**src/rtl/output_shift_transmitter_if.sv**
```systemverilog
// Core-side valid/ready handshake bundle for output_shift_transmitter.
interface output_shift_transmitter_if #(
    parameter int DATA_WIDTH = 8
);
    logic [DATA_WIDTH-1:0] data_i;
    logic                  valid_i;
    logic                  ready_o;
    logic                  busy_o;

    modport master (
        output data_i,
        output valid_i,
        input  ready_o,
        input  busy_o
    );

    modport slave (
        input  data_i,
        input  valid_i,
        output ready_o,
        output busy_o
    );
endinterface

```
**src/rtl/output_shift_transmitter.sv**
```systemverilog
// Parallel-to-serial transmitter driving a 74HC595-style register (sclk/sdata/latch).
// Build option SHIFT_LSB_FIRST_EN: send bit 0 first (default sends the MSB first).
module output_shift_transmitter #(
    parameter int DATA_WIDTH = 8,
    parameter int CLK_DIV    = 4
) (
    input  logic                      clk_i,
    input  logic                      reset_i,
    output_shift_transmitter_if.slave bus,
    output logic                      sclk_o,
    output logic                      sdata_o,
    output logic                      latch_o
);
    localparam int DIV_W = (CLK_DIV > 1) ? $clog2(CLK_DIV) : 1;
    localparam int BIT_W = (DATA_WIDTH > 1) ? $clog2(DATA_WIDTH) : 1;
    localparam logic [DIV_W-1:0] DIV_LAST = DIV_W'(CLK_DIV - 32'sd1);
    localparam logic [DIV_W-1:0] DIV_ONE  = DIV_W'(32'sd1);
    localparam logic [BIT_W-1:0] BIT_LAST = BIT_W'(DATA_WIDTH - 32'sd1);
    localparam logic [BIT_W-1:0] BIT_ONE  = BIT_W'(32'sd1);
`ifdef SHIFT_LSB_FIRST_EN
    localparam int OUT_IDX = 0;
`else
    localparam int OUT_IDX = DATA_WIDTH - 32'sd1;
`endif

    typedef enum logic [1:0] {
        ST_IDLE       = 2'd0,
        ST_SHIFT_LOW  = 2'd1,
        ST_SHIFT_HIGH = 2'd2,
        ST_LATCH      = 2'd3
    } state_t;

    state_t                state_r;
    logic [DIV_W-1:0]      div_cnt_r;
    logic [BIT_W-1:0]      bit_cnt_r;
    logic [DATA_WIDTH-1:0] shift_r;
    logic [DATA_WIDTH-1:0] shifted_s;
    logic                  sclk_r;
    logic                  latch_r;
    logic                  ready_r;
    logic                  busy_r;

    // Shift-register contents once the current bit has been clocked out.
    always_comb begin
`ifdef SHIFT_LSB_FIRST_EN
        shifted_s = shift_r >> 1'b1;
`else
        shifted_s = shift_r << 1'b1;
`endif
    end

    // Transfer sequencer; the bit on the pin is always shift_r[OUT_IDX], so it is a flop output.
    always_ff @(posedge clk_i or negedge reset_i) begin
        if (!reset_i) begin
            state_r   <= ST_IDLE;
            div_cnt_r <= '0;
            bit_cnt_r <= '0;
            shift_r   <= '0;
            sclk_r    <= 1'b0;
            latch_r   <= 1'b0;
            ready_r   <= 1'b1;
            busy_r    <= 1'b0;
        end else begin
            case (state_r)
                ST_IDLE: begin
                    if (bus.valid_i) begin
                        shift_r   <= bus.data_i;
                        bit_cnt_r <= '0;
                        div_cnt_r <= '0;
                        ready_r   <= 1'b0;
                        busy_r    <= 1'b1;
                        state_r   <= ST_SHIFT_LOW;
                    end
                end
                ST_SHIFT_LOW: begin
                    if (div_cnt_r == DIV_LAST) begin
                        div_cnt_r <= '0;
                        sclk_r    <= 1'b1;
                        state_r   <= ST_SHIFT_HIGH;
                    end else begin
                        div_cnt_r <= div_cnt_r + DIV_ONE;
                    end
                end
                ST_SHIFT_HIGH: begin
                    if (div_cnt_r == DIV_LAST) begin
                        div_cnt_r <= '0;
                        sclk_r    <= 1'b0;
                        if (bit_cnt_r == BIT_LAST) begin
                            // Clearing the register forces sdata low for the latch phase.
                            shift_r <= '0;
                            latch_r <= 1'b1;
                            state_r <= ST_LATCH;
                        end else begin
                            shift_r   <= shifted_s;
                            bit_cnt_r <= bit_cnt_r + BIT_ONE;
                            state_r   <= ST_SHIFT_LOW;
                        end
                    end else begin
                        div_cnt_r <= div_cnt_r + DIV_ONE;
                    end
                end
                ST_LATCH: begin
                    if (div_cnt_r == DIV_LAST) begin
                        div_cnt_r <= '0;
                        latch_r   <= 1'b0;
                        ready_r   <= 1'b1;
                        busy_r    <= 1'b0;
                        state_r   <= ST_IDLE;
                    end else begin
                        div_cnt_r <= div_cnt_r + DIV_ONE;
                    end
                end
                default: begin
                    state_r   <= ST_IDLE;
                    div_cnt_r <= '0;
                    bit_cnt_r <= '0;
                    shift_r   <= '0;
                    sclk_r    <= 1'b0;
                    latch_r   <= 1'b0;
                    ready_r   <= 1'b1;
                    busy_r    <= 1'b0;
                end
            endcase
        end
    end

    assign sclk_o      = sclk_r;
    assign sdata_o     = shift_r[OUT_IDX];
    assign latch_o     = latch_r;
    assign bus.ready_o = ready_r;
    assign bus.busy_o  = busy_r;
endmodule

```
**src/flat_wrapper.sv**
```systemverilog
// flat-port wrapper written by rule: the top's interface ports become plain ports
module output_shift_transmitter_flat 
#(
    parameter int DATA_WIDTH = 8,
    parameter int CLK_DIV    = 4
)
  (clk_i, reset_i, sclk_o, sdata_o, latch_o, bus_data_i, bus_valid_i, bus_ready_o, bus_busy_o);
  output_shift_transmitter_if #(.DATA_WIDTH(DATA_WIDTH)) bus_i ();
  input  logic clk_i;
  input  logic reset_i;
  output logic sclk_o;
  output logic sdata_o;
  output logic latch_o;
  input wire logic [$bits(bus_i.data_i)-1:0] bus_data_i;
  input wire logic [$bits(bus_i.valid_i)-1:0] bus_valid_i;
  output wire logic [$bits(bus_i.ready_o)-1:0] bus_ready_o;
  output wire logic [$bits(bus_i.busy_o)-1:0] bus_busy_o;
  assign bus_i.data_i = bus_data_i;
  assign bus_i.valid_i = bus_valid_i;
  assign bus_ready_o = bus_i.ready_o;
  assign bus_busy_o = bus_i.busy_o;
  output_shift_transmitter #(.DATA_WIDTH(DATA_WIDTH), .CLK_DIV(CLK_DIV)) u_core (.clk_i(clk_i), .reset_i(reset_i), .bus(bus_i), .sclk_o(sclk_o), .sdata_o(sdata_o), .latch_o(latch_o));
endmodule
```
**config.mk**
```make
export PLATFORM = sky130hd
export DESIGN_NAME = output_shift_transmitter_flat
export DESIGN_NICKNAME = d
export VERILOG_FILES = /design/src/rtl/output_shift_transmitter_if.sv /design/src/rtl/output_shift_transmitter.sv /design/src/flat_wrapper.sv
export SDC_FILE = /design/constraint.sdc
export NUM_CORES = 1
export LEC_CHECK = 0
export BUFFER_PORTS_ARGS = -buffer_cell sky130_fd_sc_hd__buf_2
export CORE_MARGIN = 5
export CORE_UTILIZATION = 35
export DETAILED_ROUTE_END_ITERATION = 10
export GPL_ROUTABILITY_DRIVEN = 0
export SYNTH_ARGS = -nofsm -noshare
export SYNTH_HDL_FRONTEND = slang
export SYNTH_SLANG_ARGS = --single-unit
```
**constraint.sdc**
```tcl
create_clock -name clk_i -period 3.7 [get_ports clk_i]
set_input_delay 0.37 -clock clk_i [delete_from_list [all_inputs] [get_ports clk_i]]
set_output_delay 0.37 -clock clk_i [all_outputs]
set_load 0.03 [all_outputs]
```
==> results.md, run 1 <==
- # setup viols final: 0
- Max Cap Viol: 0
- Synth Cell Area: 0.001047 mm²
- Filler Cell Count: 279
- CTS tree: done
- Average size of a mapped cell: 10.37 µm²
- Final Max Tran Viols: 0
- Grt met2 use: 0.1596
- Synth top area share: 0.4301
- Critical path fanouts, max: 20
- Hold buffers post-CTS: 0
- Core area: 0.002805 mm²
- Post-cts sizing count: 0
- Hold_ws: -0.001125 ns
- Vias in the first global route: 764
- Clk pwr share: 0.323
- Root Driver: clkbuf_4
- Slowest CP cell: mux2i_1
- Tmin final: 1.968 ns
- Seq pwr share: 0.628
- Slew HR: 0.3342
- CTS Sinks: 19
- Largest net degree at the start of global routing: 37
- Drt total wl: 2.015 mm
- Top delay family on crit path: multiplexers
- Sw frac: 0.2280
- I/O pin cnt: 16
- Cell-internal power: 0.2559 mW
- Routed Antenna Nets: 0
- Worst-Skew Late Latency: 0.30 ns
- GRT Util Overall: 0.1042
- Layout area overhead: 7.885%
- Yosys warnings: 0
- Worst vdd ir: 88.42 µV
- Rows: 19
- Initial antenna violation count: 0
- Remaining DRCs: 0
- Leakage: 0.4930 nW
- Failing checks: hold timing
- Psw: 0.07558 mW
- Final Core Density: 0.4028
- CP Data Required Time: 3.89 ns
- Worst slew pin tran: 0.9710 ns
- Met1 Usage GRT: 0.1416
- Post-synthesis cell type count: 25
- Asr flop ratio synth: 1.000
- First drt pass iteration count: 4
- Final cycle utilization of the critical path: 0.5320
- Setup TNS: 0 ns
- Synth Instances: 101
- Synth top cells by count: dfrtp_1 (18), o21ai_0 (16), a21oi_1 (12), and4bb_2 (7)
- Dpl hpwl: 1.408 mm
- Crit. End Element: flop
- DIE WIDTH: 64.70 µm
- Logic pwr share: 0.049
- Worst Skew: 0.002280 ns
- Clk slew on worst S/H paths: 0.11 ns
- Port buffer count: 15
- CP Buf/Inv Count: 0
- Power per Cell Area: 293.4 mW/mm²
- Die height: 64.70 µm
- Syn Nets: 116
- DR WL/cell: 13.99 µm
- Register area share after synthesis: 0.4552
- Share of cells above drive strength 1: 0.2566
- Top cells by area, synth: dfrtp_1 (43%), and4bb_2 (8.4%), o21ai_0 (7.6%), a21oi_1 (5.7%), ha_1 (4.8%)
- Worst path arrival time: 2.15 ns
- # Post-CTS Setup Buffers: 0
- EDFF count, synth: 0
- Met3 GRT Util: 0.03109
- Count leader, synth: dfrtp_1
- Die area: 0.004186 mm²
- Remaining global-route overflow: 0
- Area leader, netlist: dfrtp_1
- RSZ-0062 raised after global routing: no
- Setup CP Type: flop to flop
- First-pass GRT wire length: 3.498 mm
- H-tree depth: 1
- Fmax: 508.0 MHz
- CP cell instances: mux2i_1, o21ai_0, o41ai_1
- Initial Util: 0.3733
- CTS Buf Count: 3
- Fin nets: 129
- Max incr delay on CP: 0.87 ns
- Final-report hold violation count: 3
- Max Root-Sink Buffers: 2
- Routed via count: 782
- Antenna cells: 0
- Initial DRC Count: 22
- Synth Register Bits: 19
- GR peak layer: met2
- Post-synth top flop: dfrtp_1
- Routed vias/inst: 5.431
- CP startpoint kind: flop
- Worst Hold Class: primary input to async pin
- Outcome: finished with violations
[power by group through the flow]
stage               Clock, mW  Combinational, mW  Sequential [mW]
floorplan                   0            0.00599            0.212
global placement            0             0.0164            0.212
detailed placement          0             0.0167            0.212
CTS                     0.112             0.0167            0.208
global route            0.122             0.0190            0.209
finish                  0.107             0.0161            0.208
[logic make-up after synthesis]
logic type / count (synthesis) / synth area share
AO/OA/AOI/OAI: 42 / 0.2378
AND/OR/NAND/NOR: 19 / 0.1457
flip-flops: 19 / 0.4552
multiplexers: 3 / 0.02867
buffers and inverters: 13 / 0.07645
adder cells (fa/ha/maj): 4 / 0.04779
XOR/XNOR: 1 / 0.008365
[stage by stage]
step	instance area, µm²	setup WS [ns]	total power, mW	cells	hold slack, ns
floorplan	1047	2.207	0.2183	101	0.07441
global placement	1104	1.778	0.2287	140	0.3417
detailed placement	1104	1.739	0.2290	140	0.3416
CTS	1130	1.719	0.3366	144	0.01147
global route	1130	1.422	0.3493	144	0.02325
finish	1130	1.732	0.3315	144	-0.001125
[worst reg2reg max path, cell delays in order, from the launching register on]
cell and delay (ns):
dfrtp_1 0.70, mux2i_1 0.88, o21ai_0 0.18, o41ai_1 0.11
[state kept, by name, indices dropped and copies added (netlist names)]
name                cells
u_core.state_r          2
u_core.bus.busy_o       1
u_core.shift_r          8
u_core.div_cnt_r        2
u_core.bus.ready_o      1
u_core.latch_o          1
u_core.bit_cnt_r        3
u_core.sclk_o           1
[worst paths after layout]
kind	end	cells past startpoint	slack, ns	startpoint
max in group asynchronous	u_core.bus.ready_o$_DFFE_PN1P_	1	3.36	reset_i
worst min register to register	u_core.shift_r[6]$_DFFE_PN0P_	2	0.52	u_core.shift_r[6]$_DFFE_PN0P_
worst max-delay path	u_core.shift_r[0]$_DFFE_PN0P_	3	1.73	u_core.state_r[1]$_DFFE_PN0P_
min in group clk_i	u_core.shift_r[0]$_DFFE_PN0P_	3	0.34	bus_data_i[0]
worst max register to register	u_core.shift_r[0]$_DFFE_PN0P_	3	1.73	u_core.state_r[1]$_DFFE_PN0P_
worst min-delay path	u_core.state_r[0]$_DFFE_PN0P_	1	-0.001	reset_i
[per-layer routing]
metal  vias to the layer above  wire, µm
met4                         0        25
met1                       372       983
met2                        11       918
met3                         4        88
met5                         -         0
li1                        395         -
[layout by cell type, fill, tap and decap left out]
master	n
dfrtp_1	18
o21ai_0	16
buf_2	15
a21oi_1	12
and4bb_2	7
inv_1	6
o31ai_1	6
nor2_1	4
ha_1	4
mux2i_1	3
nand2_1	3
clkbuf_4	3
a22o_1	2
a31o_2	2
nor2b_1	2
a31oi_1	2
nor3_1	1
or2b_4	1
nor4bb_1	1
a211oi_1	1
o41ai_1	1
xor2_1	1
clkbuf_1	1
dfstp_2	1
[layout make-up]
class | count | area [µm²] | share of cell area
clock buffers | 4 | 26.28 | 0.02326
flip-flops and latches | 19 | 476.7 | 0.4219
well taps | 31 | 38.79 | 0.03433
inverters | 6 | 22.52 | 0.01993
repair buffers | 15 | 75.07 | 0.06645
multi-input cells | 69 | 490.5 | 0.4341
No activity file was read; power rests on OpenSTA's default activity.
==> inputs of run 2 (changes only) <==
- clock period: 3.7 -> 1.86 ns (I/O delays scaled with it)
==> results.md, run 2 (synthesis results as in run 1) <==
- Final cycle utilization of the critical path: 0.8846 (+0.3526)
- Drt total wl: 2.101 mm (+4.3%)
- Worst-Skew Late Latency: 0.30 ns (about the same)
- # Post-CTS Setup Buffers: 0 (unchanged)
- Critical path fanouts, max: 11 (-45%)
- Largest Register: u_core.shift_r
- Routed vias/inst: 5.493 (+1.2%)
- Tmin final: 1.645 ns (-0.3231 ns)
- Root Driver: clkbuf_4
- Fmax: 607.8 MHz (+20%)
- Min-delay src: bus_data_i[0]
- H-tree depth: 1 (unchanged)
- CP Data Required Time: 2.07 ns (-1.82 ns)
- DIE WIDTH: 64.70 µm (unchanged)
- Max Root-Sink Buffers: 2 (unchanged)
- Final Max Tran Viols: 0 (unchanged)
- RR Endpoint: u_core.bit_cnt_r[1]$_DFFE_PN0P_
- Initial antenna violation count: 0 (unchanged)
- Placement Cell Area: 0.001126 mm² (+2.0%)
- Fin nets: 133 (+3.1%)
- Cell depth of the worst hold path: 3
- Die height: 64.70 µm (unchanged)
- Power per Cell Area: 570.9 mW/mm² (+95%)
- Routed Antenna Nets: 0 (unchanged)
- Worst Hold Class: primary input to flop
- Fin cells: 148 (+2.8%)
- Setup CP Type: flop to flop
- Final-report hold violation count: 0 (-3)
- DP Cell Count: 143 (+2.1%)
- Worst slew pin tran: 0.7704 ns (-0.2005 ns)
- Worst vdd ir: 164.9 µV (+86%)
- Slowest CP cell: dfrtp_1
- CTS Buf Count: 3 (unchanged)
- Port buffer count: 15 (unchanged)
- Max Cap Viol: 0 (unchanged)
- Antenna cells: 0 (unchanged)
- Worst path arrival time: 1.85 ns (-0.30 ns)
- Layout area overhead: 10.99%
- Initial Util: 0.3733 (unchanged)
- CP startpoint kind: flop
- Worst Skew: 0.005030 ns (+0.002751 ns)
- Remaining global-route overflow: 0 (unchanged)
- Top Registers: u_core.shift_r x8, u_core.bit_cnt_r x3
- Top delay family on crit path: adder cells
- Max incr delay on CP: 0.42 ns (-0.45 ns)
- Slew HR: 0.4864 (+0.1522)
- Clk slew on worst S/H paths: 0.11 ns (about the same)
- Remaining DRCs: 0 (unchanged)
- CTS tree: done
- Initial DRC Count: 59 (+170%)
- Filler Cell Count: 293 (+5.0%)
- # setup viols final: 0 (unchanged)
- GRT Util Overall: 0.1105 (+0.006215)
- Design area: 0.001162 mm² (+2.9%)
- Largest net degree at the start of global routing: 29 (-22%)
- CP Buf/Inv Count: 0 (unchanged)
- First-pass GRT wire length: 3.663 mm (+4.7%)
- Dpl hpwl: 1.406 mm (-0.18%)
- Leakage: 0.5103 nW (+3.5%)
- Crit. End Element: flop
- RSZ-0062 raised after global routing: no
- First drt pass iteration count: 4 (unchanged)
- Die area: 0.004186 mm² (unchanged)
- Hold buffers post-CTS: 1 (+1)
- Worst reg-to-reg path cell count: 5 (+2)
- Core area: 0.002805 mm² (unchanged)
- I/O pin cnt: 16 (unchanged)
- Setup TNS: 0 ns (unchanged)
- CP cell instances: ha_1, ha_1, and4bb_2, a21oi_1, a22o_1
- Vias in the first global route: 825 (+8.0%)
- Routed via count: 813 (+4.0%)
- Post-cts sizing count: 0 (unchanged)
- Worst r2r src: u_core.bit_cnt_r[0]$_DFFE_PN0P_
- Commonest non-fill, non-tap cells in the layout: dfrtp_1 (18), o21ai_0 (16), buf_2 (15)
- Most frequent cell on the critical path: ha_1
- Hold Path End: u_core.shift_r[0]$_DFFE_PN0P_
- Largest register FFs: 8 (unchanged)
- Outcome: completed
- Commonest non-fill, non-tap cell in the layout: dfrtp_1
- Worst R2R Setup Slack: 0.21 ns (-1.52 ns)
- Final Core Density: 0.4144 (+0.01160)
- Share of cells above drive strength 1: 0.2735 (+0.01687)
- Rows: 19 (unchanged)
- CTS Sinks: 19 (unchanged)
- DR WL/cell: 14.20 µm (+1.4%)
## run 2: changes by cell type in the layout (fill, tap and decap cells not counted), sizes merged
cell,previous run,this run
buf,15,18
dlygate4sd3,0,1
## run 2: how the worst max path moves through the flow
stage                               startpoint                              end  slack, ns  depth (start not counted)
3_5_place_dp   u_core.bit_cnt_r[0]$_DFFE_PN0P_  u_core.bit_cnt_r[1]$_DFFE_PN0P_       0.24                          5
6_report       u_core.bit_cnt_r[0]$_DFFE_PN0P_  u_core.bit_cnt_r[1]$_DFFE_PN0P_       0.21                          5
3_3_place_gp   u_core.bit_cnt_r[0]$_DFFE_PN0P_  u_core.bit_cnt_r[1]$_DFFE_PN0P_       0.29                          5
5_1_grt          u_core.state_r[0]$_DFFE_PN0P_  u_core.bit_cnt_r[1]$_DFFE_PN0P_       0.11                          3
4_1_cts        u_core.bit_cnt_r[0]$_DFFE_PN0P_  u_core.bit_cnt_r[2]$_DFFE_PN0P_       0.22                          5
2_1_floorplan  u_core.bit_cnt_r[0]$_DFFE_PN0P_    u_core.shift_r[1]$_DFFE_PN0P_       0.37                          6
## run 2: worst reg2reg max path: cells and delay by family, from the launching register on
kind / cells / cell delay [ns]
AOI/OAI and AO/OA: 2 / 0.25
DFF: 1 / 0.42
adders and majority gates: 2 / 0.51
and+or+nand+nor: 1 / 0.36
## run 2: metal layers
metal | GRT usage | wire (µm) | vias to the layer above | part of all wire
met2 | 0.1686 | 935 | 10 | 0.45
met5 | 0 | 0 | - | 0
met3 | 0.02936 | 84 | 4 | 0.040
met1 | 0.1472 | 1040 | 392 | 0.50
met4 | 0.04749 | 40 | 0 | 0.019
li1 | - | - | 407 | -
## run 2: where the power goes
group	leakage, nW	switching, mW	internal [mW]
Clock	0.0150	0.131	0.0838
Combinational	0.265	0.0206	0.0143
Sequential	0.231	0.000373	0.414
## run 2: cell type report
class                      count  area [µm²]  area share
timing repair buffer          19       107.6     0.09257
inverter                       6       22.52     0.01938
clock buffer                   4       26.28     0.02261
tap                           31       38.79     0.03337
multi-input combinational     69       490.5      0.4220
sequential                    19       476.7      0.4101
## run 2: metrics by stage
stage | hold WS (ns) | power [mW] | worst slack [ns]
floorplan | -0.1096 | 0.4343 | 0.3666
finish | 0.1203 | 0.6636 | 0.2147
global placement | 0.1509 | 0.4566 | 0.2871
detailed placement | 0.1552 | 0.4571 | 0.2414
global route | 0.1237 | 0.6929 | 0.1106
CTS | 0.1152 | 0.6714 | 0.2206
==> inputs of run 3 (changes only) <==
- HOLD_SLACK_MARGIN: default -> 0.06
- clock period: 1.86 -> 1.4 ns (I/O delays scaled with it)
==> results.md, run 3 (synthesis results as in run 1) <==
- Worst Hold Class: primary input to flop
- CP Buf/Inv Count: 0 (unchanged)
- DR WL/cell: 14.12 µm (-0.53%)
- Power per Cell Area: 696.5 mW/mm² (+22%)
- Cell depth of the worst hold path: 3 (unchanged)
- Worst Skew: 0.004322 ns (-0.0007078 ns)
- Critical path fanouts, max: 11 (unchanged)
- First drt pass iteration count: 4 (unchanged)
- Worst slew pin tran: 0.4372 ns (-0.3332 ns)
- H-tree depth: 1 (unchanged)
- Drt total wl: 2.217 mm (+5.5%)
- Largest net degree at the start of global routing: 33 (+14%)
- CTS Buf Count: 3 (unchanged)
- Fmax: 683.6 MHz (+12%)
- Initial Util: 0.3733 (unchanged)
- Die height: 64.70 µm (unchanged)
- Rows: 19 (unchanged)
- Core area: 0.002805 mm² (unchanged)
- Final Max Tran Viols: 0 (unchanged)
- DP Cell Count: 150 (+4.9%)
- Root Driver: clkbuf_4
- Port buffer count: 15 (unchanged)
- Initial antenna violation count: 0 (unchanged)
- Routed Antenna Nets: 0 (unchanged)
- Slew HR: 0.7085 (+0.2221)
- Min-delay src: bus_data_i[0]
- Fin cells: 157 (+6.1%)
- Failing checks: setup timing
- Worst vdd ir: 385.5 µV (+130%)
- CTS tree: done
- Routed vias/inst: 5.331 (-2.9%)
- Worst-Skew Late Latency: 0.30 ns (about the same)
- Final cycle utilization of the critical path: 1.045 (+0.1603)
- Die area: 0.004186 mm² (unchanged)
- Largest Register: u_core.shift_r
- Vias in the first global route: 801 (-2.9%)
- Top Registers: u_core.shift_r x8, u_core.bit_cnt_r x3
- Dpl hpwl: 1.545 mm (+9.9%)
- Antenna cells: 0 (unchanged)
- RSZ-0062 raised after global routing: yes
- Top delay family on crit path: flip-flops
- Crit. End Element: flop
- Setup CP Type: flop to flop
- Leakage: 0.5578 nW (+9.3%)
- DIE WIDTH: 64.70 µm (unchanged)
- GRT Util Overall: 0.1139 (+0.003477)
- Remaining DRCs: 0 (unchanged)
- Max Root-Sink Buffers: 2 (unchanged)
- Final-report hold violation count: 0 (unchanged)
- Worst reg-to-reg path cell count: 5 (unchanged)
- Routed via count: 837 (+3.0%)
- RR Endpoint: u_core.bit_cnt_r[2]$_DFFE_PN0P_
- Clk slew on worst S/H paths: 0.11 ns (about the same)
- Tmin final: 1.463 ns (-0.1825 ns)
- CP Data Required Time: 1.60 ns (-0.47 ns)
- Fin nets: 142 (+6.8%)
- First-pass GRT wire length: 3.698 mm (+0.96%)
- CTS Sinks: 19 (unchanged)
- I/O pin cnt: 16 (unchanged)
- CP cell instances: ha_2, ha_4, and4bb_2, a21oi_2, a22o_1
- Max Cap Viol: 0 (unchanged)
- Outcome: finished with violations
- Max incr delay on CP: 0.41 ns (about the same)
- Worst R2R Setup Slack: -0.06 ns (-0.28 ns)
- Commonest non-fill, non-tap cells in the layout: dfrtp_1 (17), o21ai_0 (16), buf_2 (15)
- Largest register FFs: 8 (unchanged)
- Slowest CP cell: dfrtp_1
- Pre-CTS WS: -0.1145 ns (-0.3558 ns)
- Initial DRC Count: 42 (-29%)
- Hold Path End: u_core.shift_r[0]$_DFFE_PN0P_
- Remaining global-route overflow: 0 (unchanged)
- Worst path arrival time: 1.66 ns (-0.19 ns)
- Worst Setup SP: u_core.bit_cnt_r[0]$_DFFE_PN0P_
- Setup ws final: -0.06279 ns (-0.2775 ns)
- Commonest non-fill, non-tap cell in the layout: dfrtp_1
- Share of cells above drive strength 1: 0.3810 (+0.1074)
- CP startpoint kind: flop
- Layout area overhead: 21.39%
- # setup viols final: 3 (+3)
- Worst r2r src: u_core.bit_cnt_r[0]$_DFFE_PN0P_
==> run 3: timing repair <==
item | in CTS | in global routing
hold buffers | 1 | 0
endpoints found under the setup margin | 10 | 13
gates resized for setup | 2 | 4
setup buffers | 1 | 1
endpoints found under the hold margin | 18 | 0
==> run 3: worst max-delay path by stage <==
| stage | slack (ns) | endpoint | cells after the start |
|---|---|---|---|
| floorplan | -0.03 | u_core.shift_r[1]$_DFFE_PN0P_ | 6 |
| global placement | -0.04 | u_core.bit_cnt_r[1]$_DFFE_PN0P_ | 5 |
| detailed placement | -0.11 | u_core.bit_cnt_r[2]$_DFFE_PN0P_ | 5 |
| CTS | -0.08 | u_core.bit_cnt_r[2]$_DFFE_PN0P_ | 5 |
| global route | -0.11 | u_core.bit_cnt_r[2]$_DFFE_PN0P_ | 5 |
| finish | -0.06 | u_core.bit_cnt_r[2]$_DFFE_PN0P_ | 5 |
==> run 3: layout make-up <==
type	instances	area, µm²
Timing Repair Buffer	28	187.7
Clock buffer	4	26.28
Sequential cell	19	478.0
Multi-Input combinational cell	69	518.0
Tap cell	31	38.79
Inverter	6	22.52
Fill cell	275	1534
==> run 3: through the flow <==
step | TNS, ns | power (mW) | cell area (µm²) | utilization | hold WS, ns
3_3_place_gp | -0.08480 | 0.6068 | 1196 | 0.4264 | 0.1092
6_report | -0.1309 | 0.8854 | 1271 | 0.4532 | 0.07055
5_1_grt | -0.6190 | 0.9284 | 1271 | 0.4532 | 0.06534
2_1_floorplan | -0.1516 | 0.5770 | 1062 | - | -0.1556
4_1_cts | -0.1476 | 0.9044 | 1254 | 0.4469 | 0.06110
3_5_place_dp | -0.4200 | 0.6077 | 1196 | 0.4264 | 0.1158
==> run 3: tightest hold or removal path: cells and delay by family <==
family | cells | cell delay (ns)
AO/OA/AOI/OAI | 1 | 0.06
buffers and inverters | 2 | 0.14
==> run 3: layer usage <==
| layer | global-route usage | part of all wire |
|---|---|---|
| met2 | 0.1775 | 0.45 |
| met4 | 0.03166 | 0.0045 |
| met3 | 0.05009 | 0.065 |
| met5 | 0 | 0 |
| met1 | 0.1436 | 0.48 |
==> run 3: report_power, final <==
part	switching [mW]	leakage [nW]	internal [mW]
Sequential	0.000530	0.229	0.550
Clock	0.175	0.0150	0.111
Combinational	0.0287	0.314	0.0194
Total	0.205	0.558	0.681
